--- config.mk ---
export PLATFORM = sky130hd
export DESIGN_NAME = escalonador_chamadas
export DESIGN_NICKNAME = d
export VERILOG_FILES = /design/src/rtl/escalonador_chamadas_pkg.sv /design/src/rtl/escalonador_chamadas_seletor.sv /design/src/rtl/escalonador_chamadas.sv
export SDC_FILE = /design/constraint.sdc
export NUM_CORES = 1
export LEC_CHECK = 0
export CAP_MARGIN = 20
export CORE_MARGIN = 4
export CORE_UTILIZATION = 50
export DETAILED_ROUTE_END_ITERATION = 8
export GPL_TIMING_DRIVEN = 0
export PLACE_DENSITY = 0.73
export SETUP_SLACK_MARGIN = 0.4
export SYNTH_ARGS = -nofsm -noshare
export SYNTH_HDL_FRONTEND = slang
export SYNTH_HIERARCHICAL = 1
export SYNTH_SLANG_ARGS = --single-unit
export TNS_END_PERCENT = 50
--- constraint.sdc ---
create_clock -name clock -period 2.55 [get_ports clock]
set_clock_uncertainty 0.1 [all_clocks]
set_input_delay 0.6375 -clock clock [delete_from_list [all_inputs] [get_ports clock]]
set_output_delay 0.6375 -clock clock [all_outputs]
set_load 0.005 [all_outputs]
--- src/rtl/escalonador_chamadas_pkg.sv ---
// Shared definitions for the elevator call scheduler: floor width, floor count,
// scheduler state encoding and direction constants.
package pkg_elevador;
  localparam int ANDAR_W     = 2;
  localparam int NUM_ANDARES = 4;

  typedef enum logic [1:0] {
    OCIOSO       = 2'b00,
    MOVENDO      = 2'b01,
    PORTA_ABERTA = 2'b10
  } estado_t;

  localparam logic SOBE  = 1'b1;
  localparam logic DESCE = 1'b0;
endpackage

--- src/rtl/escalonador_chamadas_seletor.sv ---
// SCAN next-floor selector: prefers calls in the current travel direction and
// reports a direction flip only when nothing remains ahead.
module seletor_proximo_andar
  import pkg_elevador::*;
(
  input  logic [NUM_ANDARES-1:0] req,
  input  logic [ANDAR_W-1:0]     andar_atual,
  input  logic                   subindo,
  output logic                   valido,
  output logic [ANDAR_W-1:0]     prox,
  output logic                   inverte
);
  logic               lo_ge_v, lo_gt_v, hi_le_v, hi_lt_v;
  logic [ANDAR_W-1:0] lo_ge, lo_gt, hi_le, hi_lt;

  // Descending scan keeps the lowest hit, ascending scan keeps the highest.
  always_comb begin
    lo_ge_v = 1'b0; lo_gt_v = 1'b0; hi_le_v = 1'b0; hi_lt_v = 1'b0;
    lo_ge = '0; lo_gt = '0; hi_le = '0; hi_lt = '0;
    for (int i = NUM_ANDARES-1; i >= 0; i--) begin
      if (req[i] && i >= int'(andar_atual)) begin lo_ge_v = 1'b1; lo_ge = ANDAR_W'(i); end
      if (req[i] && i >  int'(andar_atual)) begin lo_gt_v = 1'b1; lo_gt = ANDAR_W'(i); end
    end
    for (int i = 0; i < NUM_ANDARES; i++) begin
      if (req[i] && i <= int'(andar_atual)) begin hi_le_v = 1'b1; hi_le = ANDAR_W'(i); end
      if (req[i] && i <  int'(andar_atual)) begin hi_lt_v = 1'b1; hi_lt = ANDAR_W'(i); end
    end
  end

  always_comb begin
    if (subindo == SOBE) begin
      valido  = lo_ge_v | hi_lt_v;
      inverte = !lo_ge_v && hi_lt_v;
      prox    = lo_ge_v ? lo_ge : hi_lt;
    end else begin
      valido  = hi_le_v | lo_gt_v;
      inverte = !hi_le_v && lo_gt_v;
      prox    = hi_le_v ? hi_le : lo_gt;
    end
  end
endmodule

--- src/rtl/escalonador_chamadas.sv ---
// Elevator call scheduler: latches floor calls, picks targets with SCAN and
// times the door dwell, holding the door while the capacity alert is up.
module escalonador_chamadas #(
  parameter int NUM_ANDARES = 4,
  parameter int TEMPO_PORTA = 8,
  parameter int LARG_TEMPO  = 8
) (
  input  logic                   clock,
  input  logic                   reset_n,
  input  logic [NUM_ANDARES-1:0] chamada,
  input  logic [1:0]             andar_atual,
  input  logic                   alerta_capacidade,
  output logic [1:0]             andar_destino,
  output logic [NUM_ANDARES-1:0] pendentes,
  output logic                   porta_aberta,
  output logic                   subindo,
  output logic                   parado
);
  import pkg_elevador::*;

  localparam logic [LARG_TEMPO-1:0] TEMPO_EF =
    (TEMPO_PORTA < 1) ? LARG_TEMPO'(1) : LARG_TEMPO'(TEMPO_PORTA);
  localparam logic [LARG_TEMPO-1:0]  UM_T = LARG_TEMPO'(1);
  localparam logic [NUM_ANDARES-1:0] UM_A = NUM_ANDARES'(1);

  estado_t                 estado;
  logic [LARG_TEMPO-1:0]   timer;
  logic [NUM_ANDARES-1:0]  req, limpa;
  logic                    valido, inverte, aqui, chegou, abre;
  logic [1:0]              prox;

  // A call arriving this cycle counts immediately, giving 1-cycle decisions.
  assign req    = pendentes | chamada;
  assign aqui   = req[andar_atual];
  assign chegou = (andar_atual == andar_destino);

  // High on any cycle whose next state is PORTA_ABERTA.
  always_comb begin
    abre = 1'b0;
    case (estado)
      OCIOSO:       abre = aqui;
      MOVENDO:      abre = chegou;
      PORTA_ABERTA: abre = chamada[andar_atual] || alerta_capacidade || (timer > UM_T);
      default:      abre = 1'b0;
    endcase
  end

  assign limpa = abre ? (UM_A << andar_atual) : '0;

  seletor_proximo_andar u_seletor (
    .req         (req),
    .andar_atual (andar_atual),
    .subindo     (subindo),
    .valido      (valido),
    .prox        (prox),
    .inverte     (inverte)
  );

  always_ff @(posedge clock or negedge reset_n) begin
    if (!reset_n) begin
      estado        <= OCIOSO;
      pendentes     <= '0;
      andar_destino <= '0;
      porta_aberta  <= 1'b0;
      subindo       <= SOBE;
      parado        <= 1'b1;
      timer         <= '0;
    end else begin
      pendentes <= req & ~limpa;
      case (estado)
        OCIOSO: begin
          if (aqui) begin
            estado        <= PORTA_ABERTA;
            timer         <= TEMPO_EF;
            porta_aberta  <= 1'b1;
            andar_destino <= andar_atual;
          end else if (valido) begin
            estado        <= MOVENDO;
            andar_destino <= prox;
            parado        <= 1'b0;
            if (inverte) subindo <= ~subindo;
          end else begin
            andar_destino <= andar_atual;
          end
        end
        MOVENDO: begin
          if (chegou) begin
            estado       <= PORTA_ABERTA;
            timer        <= TEMPO_EF;
            porta_aberta <= 1'b1;
            parado       <= 1'b1;
          end else if (valido) begin
            // Direction is never flipped while travelling.
            andar_destino <= prox;
          end
        end
        PORTA_ABERTA: begin
          andar_destino <= andar_atual;
          if (chamada[andar_atual]) begin
            timer <= TEMPO_EF;
          end else if (!alerta_capacidade) begin
            if (timer <= UM_T) begin
              estado       <= OCIOSO;
              porta_aberta <= 1'b0;
              timer        <= '0;
            end else begin
              timer <= timer - UM_T;
            end
          end
        end
        default: begin
          estado       <= OCIOSO;
          porta_aberta <= 1'b0;
          parado       <= 1'b1;
          timer        <= '0;
        end
      endcase
    end
  end
endmodule

==> metrics.csv <==
metric,value,unit
status,completed,
ir_drop,0.768,mV
drive_above_1_share,0.364,
required,2.68,ns
final_util,0.723,
powerDensity,1180,nW/µm²
syn_area,1510,µm²
final.setup.tns,0,ns
clkTransAtPathRegs,0.13,ns
p_leak,0.000853,µW
ys_seq_elements,19,
route.vias.total,1576,
vias_per_cell,6.35,
async_reset_ff_frac,1.00,
ff2ff_path_depth,5,
drt-initial-drc-count,68,
core-area,2830,µm²
cts.sink_count,19,
syn_nets,194,
grt_pass1_wl,7.12,mm
min_path_type,reg2reg,
synth_edf_count,0,
rows,19,
fin_nets,234,
wl,4.34,mm
cts_hold_buf,0,
rsz0062_at_grt,true,
synth_top_family_by_area,compound AO/OA/AOI/OAI gates,
synth-compound-area-share,0.287,
max-cap-violations,0,
numPortBuffers,17,
worstSkewPairLatency,0.31,ns
drt-pass1-iter-count,4,
synthAdderAreaFrac,0.0581,
finalHoldViolations,0,
arrival,2.29,ns
dieArea,3960,µm²
period_share,0.848,
max_freq,463,MHz
first_global_vias,1594,
start_util,0.533,
root_buffer,clkbuf_4,
synth_xor_area_frac,0.0232,
crit_path_start_kind,input pin,
grt_max_degree,20,
cts_max_level,1,
crit_fanout,4,
place_hpwl,2.85,mm
insertedDiodeCount,0,
die_w,62.9,µm
slew_headroom,0.409,
die_y,62.9,µm
io_pins,18,
synth_warnings,6,
hold_depth,2,
grt.total_usage,0.223,
timing.final.crit_period,2.16,ns
path_class,in2reg,
cts_tree,done,
synthMuxAreaShare,0.0432,
yosys.area_share.simple,0.213,
ctsLongestPathBuffers,2,
ys_seq_area_frac,0.317,
syn_inst,178,
cp-end-kind,flip-flop,
worstMarginPinSlew,0.883,ns
fill_cells,232,
antenna_found_initial,0,
setup_viol,0,
drc,0,
cts_buffers,3,
ant_nets,0,
syn2layout_area_growth,35.7,%
routabilityCongestion,0.862,
slew_violations,0,
synth-main-ff-cell,dfrtp_1,
wire_per_inst,17.5,µm
synth.distinct_cells,55,
overflow,0,
avgSynthCellArea,8.47,µm²
## layer usage
layer  up-vias  share of wire  GRT usage
li1        729              -          -
met1       780           0.44      0.283
met2        58           0.50      0.375
met3         9          0.048     0.0270
met4         0          0.014     0.0992
met5         -              0          0
## layout by cell type (no fill, tap or decap), types with 3 or more instances in the layout
cell type,count
dfrtp_1,14
buf_6,4
nor3_1,4
clkdlybuf4s50_1,10
nand2b_1,3
o41ai_2,3
o21ai_1,8
dfrtp_2,3
inv_2,4
nand2_1,13
nor2_4,3
o21ai_0,5
ha_1,5
buf_4,22
or3_1,3
nor2b_1,3
buf_2,3
inv_1,8
a21oi_2,3
nand3_1,4
a21oi_1,13
nor2_1,14
clkbuf_4,3
## final cells by class
cell class	instances	area [µm²]	share of cell area
Clock inverter	1	5.00	0.00245
Buffer	8	76.3	0.0373
Clock buffer	3	22.5	0.0110
Inverter	12	45.0	0.0220
Multi-Input combinational cell	139	1080	0.528
Sequential cell	19	482	0.235
Tap cell	31	38.8	0.0190
Timing Repair Buffer	35	295	0.144
## through the flow
step	instance area [µm²]	instances	total power [µW]	setup WS (ns)	hold slack [ns]
after floorplan	1550	178	1510	0.352	0.242
after global placement	1760	226	1840	-0.598	0.359
after detailed placement	1760	226	1890	-0.672	0.384
after CTS	1910	240	2200	0.386	0.406
after global routing	2050	248	2600	0.353	0.435
final	2050	248	2410	0.389	0.403
## synth_stat cells (all sizes together), types with 2 or more instances
library cell,instances,area share
a21o,2,0.011
a21oi,16,0.056
a22oi,2,0.010
a2bb2oi,2,0.016
a31oi,2,0.0083
a32o,2,0.013
buf,5,0.021
clkbuf,3,0.0075
dfrtp,17,0.28
dfstp,2,0.035
ha,7,0.058
inv,12,0.030
mux2i,2,0.013
mux4,2,0.030
nand2,14,0.035
nand2b,4,0.022
nand3,5,0.017
nor2,19,0.049
nor2b,3,0.012
nor3,6,0.020
nor3b,2,0.010
nor4,3,0.017
o21ai,15,0.050
o22ai,2,0.0083
o31ai,3,0.015
o41ai,3,0.027
or3,3,0.012
xor2,3,0.017
## critical path, cell delays in order
cell and delay [ns]:
buf_2 0.12, nor2_2 0.06, mux4_2 0.48, a2111o_1 0.51
nand2b_4 0.20, o41ai_2 0.26
## state kept, by name, indices dropped and copies added (netlist names)
| signal | count |
|---|---|
| porta_aberta | 1 |
| parado | 1 |
| andar_destino | 2 |
| subindo | 1 |
| pendentes | 4 |
| estado | 2 |
| timer | 8 |
## worst paths after layout
path                         startpoint            to  slack [ns]
max                          chamada[0]      timer[7]        0.39
min                              parado        parado        0.40
max reg2reg                pendentes[3]      timer[7]        0.42
min reg2reg                      parado        parado        0.40
max in group asynchronous       reset_n     estado[0]        1.05
min in group asynchronous       reset_n  pendentes[3]        0.70
## kinds of logic after synthesis
kind of cell / count (synthesis)
adders and majority gates: 7
DFF: 19
muxes: 4
AOI/OAI and AO/OA: 61
xor gates and xnor gates: 4
buffers and inverters: 20
and+or+nand+nor: 63
## power breakdown
group	internal, µW	switching (µW)	leakage [µW]
logic	809	864	0.000610
clock network	58.7	111	0.0000177
registers	439	132	0.000225
total	1310	1110	0.000853
## what timing repair did
item / 4_1_cts / 5_1_grt
cloned: 1 / 0
endpoints found under the setup margin: 20 / 17
buffers inserted: 9 / 8
resized for setup: 45 / 29
pin swaps: 4 / 4
Power figures use the tool's default switching activity.
